$ cat src/rtl/umi2axiwrite_if.sv
// Signal bundle for umi2axiwrite: UMI device request/response port plus one AXI4 write channel set.
interface umi2axiwrite_if #(
    parameter int unsigned CW      = 32,
    parameter int unsigned AW      = 64,
    parameter int unsigned DW      = 64,
    parameter int unsigned AXI_IDW = 8
);
    logic               udev_req_valid;
    logic [CW-1:0]      udev_req_cmd;
    logic [AW-1:0]      udev_req_dstaddr;
    logic [AW-1:0]      udev_req_srcaddr;
    logic [DW-1:0]      udev_req_data;
    logic               udev_req_ready;
    logic               udev_resp_valid;
    logic [CW-1:0]      udev_resp_cmd;
    logic [AW-1:0]      udev_resp_dstaddr;
    logic [AW-1:0]      udev_resp_srcaddr;
    logic [DW-1:0]      udev_resp_data;
    logic               udev_resp_ready;

    logic [AXI_IDW-1:0] axi_awid;
    logic [AW-1:0]      axi_awaddr;
    logic [7:0]         axi_awlen;
    logic [2:0]         axi_awsize;
    logic [1:0]         axi_awburst;
    logic               axi_awlock;
    logic [3:0]         axi_awcache;
    logic [2:0]         axi_awprot;
    logic [3:0]         axi_awqos;
    logic [3:0]         axi_awregion;
    logic               axi_awvalid;
    logic               axi_awready;
    logic [DW-1:0]      axi_wdata;
    logic [DW/8-1:0]    axi_wstrb;
    logic               axi_wlast;
    logic               axi_wvalid;
    logic               axi_wready;
    logic [AXI_IDW-1:0] axi_bid;
    logic [1:0]         axi_bresp;
    logic               axi_bvalid;
    logic               axi_bready;

    // Bridge side: UMI device responder and AXI write master.
    modport master (
        input  udev_req_valid, udev_req_cmd, udev_req_dstaddr, udev_req_srcaddr, udev_req_data,
        output udev_req_ready,
        output udev_resp_valid, udev_resp_cmd, udev_resp_dstaddr, udev_resp_srcaddr, udev_resp_data,
        input  udev_resp_ready,
        output axi_awid, axi_awaddr, axi_awlen, axi_awsize, axi_awburst, axi_awlock,
        output axi_awcache, axi_awprot, axi_awqos, axi_awregion, axi_awvalid,
        input  axi_awready,
        output axi_wdata, axi_wstrb, axi_wlast, axi_wvalid,
        input  axi_wready,
        input  axi_bid, axi_bresp, axi_bvalid,
        output axi_bready
    );

    // Environment side: UMI host and AXI slave.
    modport slave (
        output udev_req_valid, udev_req_cmd, udev_req_dstaddr, udev_req_srcaddr, udev_req_data,
        input  udev_req_ready,
        input  udev_resp_valid, udev_resp_cmd, udev_resp_dstaddr, udev_resp_srcaddr, udev_resp_data,
        output udev_resp_ready,
        input  axi_awid, axi_awaddr, axi_awlen, axi_awsize, axi_awburst, axi_awlock,
        input  axi_awcache, axi_awprot, axi_awqos, axi_awregion, axi_awvalid,
        output axi_awready,
        input  axi_wdata, axi_wstrb, axi_wlast, axi_wvalid,
        output axi_wready,
        output axi_bid, axi_bresp, axi_bvalid,
        input  axi_bready
    );
endinterface

$ cat src/rtl/umi2axiwrite.sv
// UMI device-side write responder: turns each UMI write/posted request into one
// single-beat AXI4 write and answers writes with a UMI write response carrying BRESP.
module umi2axiwrite #(
    parameter int unsigned CW      = 32,
    parameter int unsigned AW      = 64,
    parameter int unsigned DW      = 64,
    parameter int unsigned AXI_IDW = 8,
    parameter int unsigned AXI_ID  = 0
) (
    input  logic           clk,
    input  logic           reset,
    umi2axiwrite_if.master bus,
    output logic           unsupported_req
);
    localparam int unsigned STRBW = DW / 8;
    localparam int unsigned DWLOG = $clog2(STRBW);
    localparam logic [4:0]  UMI_REQ_WRITE  = 5'h03;
    localparam logic [4:0]  UMI_REQ_POSTED = 5'h05;
    localparam logic [4:0]  UMI_RESP_WRITE = 5'h04;

    typedef enum logic [1:0] {IDLE, AXI, BRESP, URESP} state_t;

    state_t            state_q, state_d;
    logic [CW-1:0]     cmd_q, cmd_d;
    logic [AW-1:0]     dst_q, dst_d;
    logic [AW-1:0]     src_q, src_d;
    logic [DW-1:0]     wdata_q, wdata_d;
    logic [STRBW-1:0]  wstrb_q, wstrb_d;
    logic [1:0]        err_q, err_d;
    logic              awvalid_q, awvalid_d;
    logic              wvalid_q, wvalid_d;
    logic              bready_q, bready_d;
    logic              resp_valid_q, resp_valid_d;
    logic              req_ready_q, req_ready_d;
    logic              unsup_q, unsup_d;

    logic [4:0]        req_op_c;
    logic [DWLOG-1:0]  off_c;
    logic [16:0]       bytes_c;
    logic [16:0]       end_c;
    logic [STRBW-1:0]  strb_c;
    logic              unused_cmd;

    // Placement of the incoming request inside one data word.
    always_comb begin
        req_op_c = bus.udev_req_cmd[4:0];
        off_c    = bus.udev_req_dstaddr[DWLOG-1:0];
        bytes_c  = (17'(bus.udev_req_cmd[15:8]) + 17'd1) << bus.udev_req_cmd[7:5];
        end_c    = 17'(off_c) + bytes_c;
        strb_c   = '0;
        for (int unsigned i = 0; i < STRBW; i++) begin
            strb_c[i] = (17'(i) >= 17'(off_c)) && (17'(i) < end_c);
        end
    end

    always_comb begin
        state_d   = state_q;
        cmd_d     = cmd_q;
        dst_d     = dst_q;
        src_d     = src_q;
        wdata_d   = wdata_q;
        wstrb_d   = wstrb_q;
        err_d     = err_q;
        awvalid_d = awvalid_q;
        wvalid_d  = wvalid_q;
        unsup_d   = unsup_q;

        unique case (state_q)
            IDLE: begin
                if (bus.udev_req_valid && req_ready_q) begin
                    cmd_d = bus.udev_req_cmd;
                    dst_d = bus.udev_req_dstaddr;
                    src_d = bus.udev_req_srcaddr;
                    err_d = 2'b00;
                    if (req_op_c == UMI_REQ_WRITE || req_op_c == UMI_REQ_POSTED) begin
                        if (end_c <= 17'(STRBW)) begin
                            wdata_d   = bus.udev_req_data << {off_c, 3'b000};
                            wstrb_d   = strb_c;
                            awvalid_d = 1'b1;
                            wvalid_d  = 1'b1;
                            state_d   = AXI;
                        end else if (req_op_c == UMI_REQ_WRITE) begin
                            err_d   = 2'b10;
                            state_d = URESP;
                        end
                    end else begin
                        unsup_d = 1'b1;
                    end
                end
            end
            AXI: begin
                if (awvalid_q && bus.axi_awready) awvalid_d = 1'b0;
                if (wvalid_q && bus.axi_wready)   wvalid_d  = 1'b0;
                if (!awvalid_d && !wvalid_d)      state_d   = BRESP;
            end
            BRESP: begin
                if (bus.axi_bvalid && bready_q) begin
                    err_d   = (bus.axi_bid == AXI_IDW'(AXI_ID)) ? bus.axi_bresp : 2'b10;
                    state_d = (cmd_q[4:0] == UMI_REQ_POSTED) ? IDLE : URESP;
                end
            end
            URESP: begin
                if (resp_valid_q && bus.udev_resp_ready) state_d = IDLE;
            end
            default: state_d = IDLE;
        endcase

        // Handshake outputs are registered copies of the next state.
        req_ready_d  = (state_d == IDLE);
        bready_d     = (state_d == BRESP);
        resp_valid_d = (state_d == URESP);
    end

    always_ff @(posedge clk) begin
        if (reset) begin
            state_q      <= IDLE;
            cmd_q        <= '0;
            dst_q        <= '0;
            src_q        <= '0;
            wdata_q      <= '0;
            wstrb_q      <= '0;
            err_q        <= '0;
            awvalid_q    <= 1'b0;
            wvalid_q     <= 1'b0;
            bready_q     <= 1'b0;
            resp_valid_q <= 1'b0;
            req_ready_q  <= 1'b0;
            unsup_q      <= 1'b0;
        end else begin
            state_q      <= state_d;
            cmd_q        <= cmd_d;
            dst_q        <= dst_d;
            src_q        <= src_d;
            wdata_q      <= wdata_d;
            wstrb_q      <= wstrb_d;
            err_q        <= err_d;
            awvalid_q    <= awvalid_d;
            wvalid_q     <= wvalid_d;
            bready_q     <= bready_d;
            resp_valid_q <= resp_valid_d;
            req_ready_q  <= req_ready_d;
            unsup_q      <= unsup_d;
        end
    end

    assign bus.udev_req_ready    = req_ready_q;
    assign bus.udev_resp_valid   = resp_valid_q;
    // hostid, err, ex, eof=0, eom=1, prot/qos/len/size echoed, write-response opcode.
    assign bus.udev_resp_cmd     = {cmd_q[31:27], err_q, cmd_q[24], 1'b0, 1'b1, cmd_q[21:5], UMI_RESP_WRITE};
    assign bus.udev_resp_dstaddr = src_q;
    assign bus.udev_resp_srcaddr = dst_q;
    assign bus.udev_resp_data    = '0;

    assign bus.axi_awid     = AXI_IDW'(AXI_ID);
    assign bus.axi_awaddr   = {dst_q[AW-1:DWLOG], DWLOG'(0)};
    assign bus.axi_awlen    = 8'd0;
    assign bus.axi_awsize   = 3'(DWLOG);
    assign bus.axi_awburst  = 2'b01;
    assign bus.axi_awlock   = cmd_q[24];
    assign bus.axi_awcache  = 4'd0;
    assign bus.axi_awprot   = {1'b0, cmd_q[21:20]};
    assign bus.axi_awqos    = cmd_q[19:16];
    assign bus.axi_awregion = 4'd0;
    assign bus.axi_awvalid  = awvalid_q;
    assign bus.axi_wdata    = wdata_q;
    assign bus.axi_wstrb    = wstrb_q;
    assign bus.axi_wlast    = 1'b1;
    assign bus.axi_wvalid   = wvalid_q;
    assign bus.axi_bready   = bready_q;

    assign unsupported_req = unsup_q;

    // Request eom/eof/user bits have no AXI or response counterpart.
    assign unused_cmd = ^{cmd_q[26:25], cmd_q[23:22]};
endmodule

$ cat src/flat_wrapper.sv
// flat-port wrapper written by rule: the top's interface ports become plain ports
module umi2axiwrite_flat 
#(
    parameter int unsigned CW      = 32,
    parameter int unsigned AW      = 64,
    parameter int unsigned DW      = 64,
    parameter int unsigned AXI_IDW = 8,
    parameter int unsigned AXI_ID  = 0
)
  (clk, reset, unsupported_req, bus_udev_req_valid, bus_udev_req_cmd, bus_udev_req_dstaddr, bus_udev_req_srcaddr, bus_udev_req_data, bus_udev_req_ready, bus_udev_resp_valid, bus_udev_resp_cmd, bus_udev_resp_dstaddr, bus_udev_resp_srcaddr, bus_udev_resp_data, bus_udev_resp_ready, bus_axi_awid, bus_axi_awaddr, bus_axi_awlen, bus_axi_awsize, bus_axi_awburst, bus_axi_awlock, bus_axi_awcache, bus_axi_awprot, bus_axi_awqos, bus_axi_awregion, bus_axi_awvalid, bus_axi_awready, bus_axi_wdata, bus_axi_wstrb, bus_axi_wlast, bus_axi_wvalid, bus_axi_wready, bus_axi_bid, bus_axi_bresp, bus_axi_bvalid, bus_axi_bready);
  umi2axiwrite_if #(.CW(CW), .AW(AW), .DW(DW), .AXI_IDW(AXI_IDW)) bus_i ();
  input  logic clk;
  input  logic reset;
  output logic unsupported_req;
  input wire logic [$bits(bus_i.udev_req_valid)-1:0] bus_udev_req_valid;
  input wire logic [$bits(bus_i.udev_req_cmd)-1:0] bus_udev_req_cmd;
  input wire logic [$bits(bus_i.udev_req_dstaddr)-1:0] bus_udev_req_dstaddr;
  input wire logic [$bits(bus_i.udev_req_srcaddr)-1:0] bus_udev_req_srcaddr;
  input wire logic [$bits(bus_i.udev_req_data)-1:0] bus_udev_req_data;
  output wire logic [$bits(bus_i.udev_req_ready)-1:0] bus_udev_req_ready;
  output wire logic [$bits(bus_i.udev_resp_valid)-1:0] bus_udev_resp_valid;
  output wire logic [$bits(bus_i.udev_resp_cmd)-1:0] bus_udev_resp_cmd;
  output wire logic [$bits(bus_i.udev_resp_dstaddr)-1:0] bus_udev_resp_dstaddr;
  output wire logic [$bits(bus_i.udev_resp_srcaddr)-1:0] bus_udev_resp_srcaddr;
  output wire logic [$bits(bus_i.udev_resp_data)-1:0] bus_udev_resp_data;
  input wire logic [$bits(bus_i.udev_resp_ready)-1:0] bus_udev_resp_ready;
  output wire logic [$bits(bus_i.axi_awid)-1:0] bus_axi_awid;
  output wire logic [$bits(bus_i.axi_awaddr)-1:0] bus_axi_awaddr;
  output wire logic [$bits(bus_i.axi_awlen)-1:0] bus_axi_awlen;
  output wire logic [$bits(bus_i.axi_awsize)-1:0] bus_axi_awsize;
  output wire logic [$bits(bus_i.axi_awburst)-1:0] bus_axi_awburst;
  output wire logic [$bits(bus_i.axi_awlock)-1:0] bus_axi_awlock;
  output wire logic [$bits(bus_i.axi_awcache)-1:0] bus_axi_awcache;
  output wire logic [$bits(bus_i.axi_awprot)-1:0] bus_axi_awprot;
  output wire logic [$bits(bus_i.axi_awqos)-1:0] bus_axi_awqos;
  output wire logic [$bits(bus_i.axi_awregion)-1:0] bus_axi_awregion;
  output wire logic [$bits(bus_i.axi_awvalid)-1:0] bus_axi_awvalid;
  input wire logic [$bits(bus_i.axi_awready)-1:0] bus_axi_awready;
  output wire logic [$bits(bus_i.axi_wdata)-1:0] bus_axi_wdata;
  output wire logic [$bits(bus_i.axi_wstrb)-1:0] bus_axi_wstrb;
  output wire logic [$bits(bus_i.axi_wlast)-1:0] bus_axi_wlast;
  output wire logic [$bits(bus_i.axi_wvalid)-1:0] bus_axi_wvalid;
  input wire logic [$bits(bus_i.axi_wready)-1:0] bus_axi_wready;
  input wire logic [$bits(bus_i.axi_bid)-1:0] bus_axi_bid;
  input wire logic [$bits(bus_i.axi_bresp)-1:0] bus_axi_bresp;
  input wire logic [$bits(bus_i.axi_bvalid)-1:0] bus_axi_bvalid;
  output wire logic [$bits(bus_i.axi_bready)-1:0] bus_axi_bready;
  assign bus_i.udev_req_valid = bus_udev_req_valid;
  assign bus_i.udev_req_cmd = bus_udev_req_cmd;
  assign bus_i.udev_req_dstaddr = bus_udev_req_dstaddr;
  assign bus_i.udev_req_srcaddr = bus_udev_req_srcaddr;
  assign bus_i.udev_req_data = bus_udev_req_data;
  assign bus_udev_req_ready = bus_i.udev_req_ready;
  assign bus_udev_resp_valid = bus_i.udev_resp_valid;
  assign bus_udev_resp_cmd = bus_i.udev_resp_cmd;
  assign bus_udev_resp_dstaddr = bus_i.udev_resp_dstaddr;
  assign bus_udev_resp_srcaddr = bus_i.udev_resp_srcaddr;
  assign bus_udev_resp_data = bus_i.udev_resp_data;
  assign bus_i.udev_resp_ready = bus_udev_resp_ready;
  assign bus_axi_awid = bus_i.axi_awid;
  assign bus_axi_awaddr = bus_i.axi_awaddr;
  assign bus_axi_awlen = bus_i.axi_awlen;
  assign bus_axi_awsize = bus_i.axi_awsize;
  assign bus_axi_awburst = bus_i.axi_awburst;
  assign bus_axi_awlock = bus_i.axi_awlock;
  assign bus_axi_awcache = bus_i.axi_awcache;
  assign bus_axi_awprot = bus_i.axi_awprot;
  assign bus_axi_awqos = bus_i.axi_awqos;
  assign bus_axi_awregion = bus_i.axi_awregion;
  assign bus_axi_awvalid = bus_i.axi_awvalid;
  assign bus_i.axi_awready = bus_axi_awready;
  assign bus_axi_wdata = bus_i.axi_wdata;
  assign bus_axi_wstrb = bus_i.axi_wstrb;
  assign bus_axi_wlast = bus_i.axi_wlast;
  assign bus_axi_wvalid = bus_i.axi_wvalid;
  assign bus_i.axi_wready = bus_axi_wready;
  assign bus_i.axi_bid = bus_axi_bid;
  assign bus_i.axi_bresp = bus_axi_bresp;
  assign bus_i.axi_bvalid = bus_axi_bvalid;
  assign bus_axi_bready = bus_i.axi_bready;
  umi2axiwrite #(.CW(CW), .AW(AW), .DW(DW), .AXI_IDW(AXI_IDW), .AXI_ID(AXI_ID)) u_core (.clk(clk), .reset(reset), .bus(bus_i), .unsupported_req(unsupported_req));
endmodule
$ cat config.mk
export PLATFORM = sky130hd
export DESIGN_NAME = umi2axiwrite_flat
export DESIGN_NICKNAME = d
export VERILOG_FILES = /design/src/rtl/umi2axiwrite_if.sv /design/src/rtl/umi2axiwrite.sv /design/src/flat_wrapper.sv
export SDC_FILE = /design/constraint.sdc
export NUM_CORES = 1
export LEC_CHECK = 0
export CORE_AREA = 2 2 254 256
export DETAILED_ROUTE_END_ITERATION = 8
export DIE_AREA = 0 0 256 258
export SETUP_SLACK_MARGIN = 0.4
export SYNTH_ARGS = -nofsm -noshare
export SYNTH_HDL_FRONTEND = slang
export SYNTH_SLANG_ARGS = --single-unit
$ cat constraint.sdc
create_clock -name clk -period 6.76 [get_ports clk]
set_input_delay 1.014 -clock clk [delete_from_list [all_inputs] [get_ports clk]]
set_output_delay 1.014 -clock clk [all_outputs]
set_load 0.05 [all_outputs]
-- After elaboration in Yosys (flattened, before gate mapping)
Cells that the tools add are included.
W data, S select, Z words.
- bits in latches: 0
- logic and storage cells: 97
- output and inout port bits: 404
- bits in writable memories: 0
- register bits: 242
- bits of input ports: 241
- memories kept: 0
- memory bits (read-only): 0
- $mul: 0
- divide/modulo/power cells: 0
- mux-type cells: 25
- shifts and indexed selects: 2
- bitwise gates (word level): 1
- order comparisons: 16
- equality and inequality tests: 12
- reductions and logical operators: 26
- add/subtract/negate cells: 2
- operators with widths (kind ; number):
    $lt A3 B17 Y1 const A ; 4
    $shl A64 B6 Y64 ; 1
    $lt A1 B17 Y1 const A ; 2
    $lt A2 B17 Y1 const A ; 2
    $mux W2 ; 14
    $add A3 B17 Y17 ; 1
    $le A17 B4 Y1 const B ; 1
    $shl A17 B3 Y17 ; 1
    $logic_and A1 B1 Y1 ; 13
    $eq A5 B3 Y1 const B ; 2
    $add A8 B1 Y9 const B ; 1
    $ge A3 B3 Y1 const A ; 3
    $eq A2 B2 Y1 const B ; 4
    $logic_not A8 Y1 ; 1
    $ne A2 B1 Y1 const B ; 4
    $pmux W2 S4 ; 1
    $reduce_and A4 Y1 ; 2
    $mux W1 ; 7
    $ge A1 B3 Y1 const A ; 2
    $ge A2 B3 Y1 const A ; 2
    $reduce_and A3 Y1 ; 2
    $eq A5 B2 Y1 const B ; 1
    $logic_not A2 Y1 ; 2
    $pmux W1 S2 ; 2
    other kinds (7) ; 9

-- Depth between registers and ports, before layout
- word-level depth: 9
- depth in mapped cells: 18
- mapped depth without buffers: 14

-- Worst setup path after synthesis
Ideal clock, no wire load.
- path kind: input to register
- start point: input bus_udev_req_cmd[8]
- end point: register u_core.wdata_q[14], in the netlist u_core.bus.axi_wdata[14]
- data required time: 6690 ps
- library setup time: 70 ps
- arrival: 4394 ps
- buffers on the path: 3
- stages: 17
- path slack: 2296 ps
- cell sequence: ha_1 -> buf_6 -> xnor2_1 -> a21oi_1 -> a31oi_1 -> nor2_1 -> ha_1 -> a21oi_1 -> nor3_1 -> or4b_4 -> a32oi_1 -> o211a_1 -> o31ai_2 -> buf_6 -> buf_6 -> or4_1 -> a21oi_1
- word-level cells in the longest chain between the ends: 5
- ends and longest elaborated chain (element ; line ; text):
    from (decl) ; flat_wrapper.sv:16 ; input wire logic [$bits(bus_i.udev_req_cmd)-1:0] bus_udev_req_cmd;
    $add A8 B1 Y9 ; umi2axiwrite.sv:48 ; bytes_c = (17'(bus.udev_req_cmd[15:8]) + 17'd1) << bus.udev_req_cmd[7:5];
    $shl A17 B3 Y17 ; umi2axiwrite.sv:48 ;
    $add A3 B17 Y17 ; umi2axiwrite.sv:49 ; end_c = 17'(off_c) + bytes_c;
    $le A17 B4 Y1 ; umi2axiwrite.sv:76 ; if (end_c <= 17'(STRBW)) begin
    $reduce_and A4 Y1 (no source line) ; n/a ;
    to (signal assigned) ; umi2axiwrite.sv:134 ; wdata_q <= wdata_d;
    to (decl) ; umi2axiwrite.sv:27 ; logic [DW-1:0] wdata_q, wdata_d;
No other way between the ends.
A chain may end at the register's enable or synchronous reset.

-- Worst setup path after layout
- start point: input bus_udev_req_cmd[8]
- end point: register u_core.wdata_q[45], in the netlist u_core.bus.axi_wdata[45]
Same word-level chain as after synthesis.

==> summary.txt <==
Layout
  – Finished Layout Cells: 2,903
  – Most frequent cells in the layout: 531 x clkdlybuf4s50_1, 355 x nand2_1, 262 x a21oi_1
  – Fin nets: 2,273
  – Cell area after layout: 18,900 sq um
  – Layout cell share with drive strength beyond 1: 6.01%
  – ANT cells: 0
  – P&R area growth vs syn: 46.8%
  – Most common library cell in the layout ignoring fill and taps: clkdlybuf4s50_1

Timing
  – Setup Viol. Count Final: 0
  – Final min period: 5.30 ns
  – Hold Vio Cnt, Final: 0
  – Worst-Margin Slew: 1.09 ns
  – FMAX: 0.189 GHz
  – Headroom to the max-slew limit: 27.2%
  – Max Clock Skew: 0.0346 ns
  – Unrepaired setup endpoints after global routing: no
  – Final worst-path cycle share: 78.3%
  – Max-slew violations: 0
  – TNS Setup: 0 ns

Drt
  – Vias per Instance: 4.41
  – Drt drc: 0
  – Via Count: 12.8k
  – Drt total wl: 58.8 mm
  – Post-route antenna net violation count: 0
  – Drt first pass iters: 5
  – Wirelength per Cell: 20.3 um
  – 1st-iter DRT viols: 940

Power and ir drop
  – Comb power frac: 24.3%
  – Sw frac: 33.1%
  – Leak pwr: 6.60 nW
  – Seq pwr share: 35.5%
  – Internal: 2.79 mW
  – Sw Pwr: 1.38 mW
  – Power Density: 221 nW/um^2
  – VDD IR max: 185 uV
  – Clock power frac: 40.2%

Clock network
  – CTS clk-pin slew, worst paths: 0.06 ns
  – TritonCTS clock tree: built
  – Post-CTS setup repair buffer count: 0
  – Htree depth: 1
  – Clk sink count: 238
  – CTS max path bufs: 3
  – # resized after CTS: 0
  – Hold_buf cts: 0
  – Worst skew pair latency: 0.59 ns
  – Clk root buf: clkbuf_16
  – CTS buffer count: 30

Synthesis
  – Post-synthesis cell count: 1,666
  – Main area contributors after synthesis: dfxtp_1 37%, buf_4 12%, nand2_1 10%
  – Sequential share of the synthesized area: 37.1%
  – Synth top area share: 37.1%
  – YS warnings: 0
  – Cell variety after synth: 76
  – Seq cells post-synth: 238
  – Mean area per synthesized cell: 7.71 sq um
  – Netlist Area Pre-Place: 12,800 sq um
  – Top_reg_cell synth: dfxtp_1
  – Area leader, netlist: dfxtp_1
  – Post-synth EDFFs: 0
  – Async set or reset register ratio after synthesis: 0%

Floorplan
  – IO Count: 645
  – Initial Utilization: 20.2%
  – Core Area: 63,600 sq um
  – Die Width: 256 um
  – Die H: 258 um
  – Die ar.: 66,000 sq um
  – Row count: 93

Worst setup path
  – Arrival @ worst endpoint: 5.75 ns
  – CP startpoint kind: input port
  – Setup crit end kind: register
  – Critical path peak fanout: 42
  – Worst Path Required: 7.21 ns
  – Setup CP Type: input port to register

GRT
  – First-pass GRT wire length: 84.2 mm
  – Largest net degree at the start of global routing: 94
  – Total gr overflow: 0
  – Initial antenna violation count: 3
  – Total Routing Usage GR: 16.8%
  – Vias in the first global route: 12.1k

Hold path
  – Hold crit path type: register to register

Flow run
  – Max cap viols: 0

Placed design
  – Area after DPL: 17,800 sq um
  – Placed insts: 2,850
  – PortBufs: 535
  – Gp weighted congestion: 0.870
  – Dpl hpwl: 43.9 mm

Run status
  – Outcome: completed
==> Yosys cell counts (6+ instances only) <==
cell        n
a21oi_1   262
nor4_1      7
buf_1       9
a21o_1      7
a32o_1      6
inv_1      10
buf_2      11
o21ai_0    88
nand2b_1    6
o21a_1      9
a22oi_1    13
a211oi_1   10
nor3_1     14
mux2_2     20
nor2b_1    12
or4_1      10
mux2i_1    35
nand2_1   355
o22ai_1    10
clkbuf_1  105
nand3_1    35
nor2_1     56
dfxtp_1   238
or3_1       6
buf_4     199
mux4_2     12
xnor2_1     6
nand4_1    29
==> per-stage QoR <==
step	setup slack (ns)	total power, mW	utilization, %	hold WS, ns
floorplan	2.30	2.22	-	0.431
global placement	0.966	2.53	28.0	0.442
detailed placement	0.941	2.53	28.0	0.445
CTS	1.53	4.24	29.6	0.454
global route	1.04	4.34	29.6	0.470
finish	1.46	4.17	29.6	0.451
==> power groups by stage <==
stage	registers [mW]	logic [mW]	clock network, mW
detailed placement	1.51	1.01	0
global placement	1.51	1.01	0
CTS	1.48	1.02	1.74
global route	1.49	1.07	1.78
finish	1.48	1.01	1.68
floorplan	1.64	0.579	0
==> sequential cells by signal, indices dropped and copies added, names as in the netlist <==
signal / cells
u_core.bus.axi_awvalid: 1
u_core.bus.axi_bready: 1
u_core.bus.axi_wdata: 64
u_core.bus.axi_wstrb: 8
u_core.bus.axi_wvalid: 1
u_core.bus.udev_req_ready: 1
u_core.bus.udev_resp_dstaddr: 64
u_core.bus.udev_resp_srcaddr: 64
u_core.bus.udev_resp_valid: 1
u_core.cmd_q: 28
u_core.err_q: 2
u_core.state_q: 2
u_core.unsupported_req: 1
==> critical path, cell delays in order <==
cell	delay (ns)
clkdlybuf4s50_1	0.60
ha_1	0.45
xnor2_1	0.41
a21oi_1	0.14
a31oi_1	0.26
nor2_1	0.08
ha_1	0.38
a21oi_1	0.12
nor3_1	0.17
or4b_4	0.51
a32oi_1	0.23
o211a_1	0.24
o31a_2	0.28
buf_4	0.46
a21boi_0	0.16
o21a_1	0.21
==> area by class of cell <==
| type | instances | area [sq um] |
|---|---|---|
| clock buffers | 43 | 881 |
| flip-flops and latches | 238 | 4760 |
| inverters | 12 | 45.0 |
| fillers | 6910 | 44800 |
| well taps | 855 | 1070 |
| multi-input cells | 1190 | 6440 |
| clock inverters | 10 | 135 |
| repair buffers | 555 | 5520 |
==> worst paths after layout <==
path | startpoint | to | slack [ns] | cells after the start
worst max-delay path | bus_udev_req_cmd[8] | u_core.bus.axi_wdata[45] | 1.46 | 16
worst min-delay path | u_core.bus.udev_resp_dstaddr[29] | u_core.bus.udev_resp_dstaddr[29] | 0.45 | 2
worst max register to register | u_core.cmd_q[1] | u_core.bus.udev_req_ready | 4.23 | 9
worst min register to register | u_core.bus.udev_resp_dstaddr[29] | u_core.bus.udev_resp_dstaddr[29] | 0.45 | 2
==> kinds of logic (layout without fill, tap and decap cells) <==
kind of cell               count (synthesis)  after routing  synth area share [%]
muxes                                     67             67                  6.59
adders and majority gates                  5              5                 0.546
xor gates and xnor gates                  10             10                 0.682
DFF                                      238            238                  37.1
buffers and inverters                    341            620                  16.1
other                                      2            105                0.0585
and+or+nand+nor                          556            556                  19.2
AOI/OAI and AO/OA                        447            447                  19.7
==> layer usage <==
metal / vias to the layer above / wire length, um / global-route usage (%)
li1: 6170 / - / -
met1: 6052 / 23300 / 19.4
met3: 53 / 4840 / 5.21
met2: 537 / 29500 / 30.4
met4: 4 / 1070 / 3.35
met5: - / 27 / 0
No activity file was read; power rests on OpenSTA's default activity.
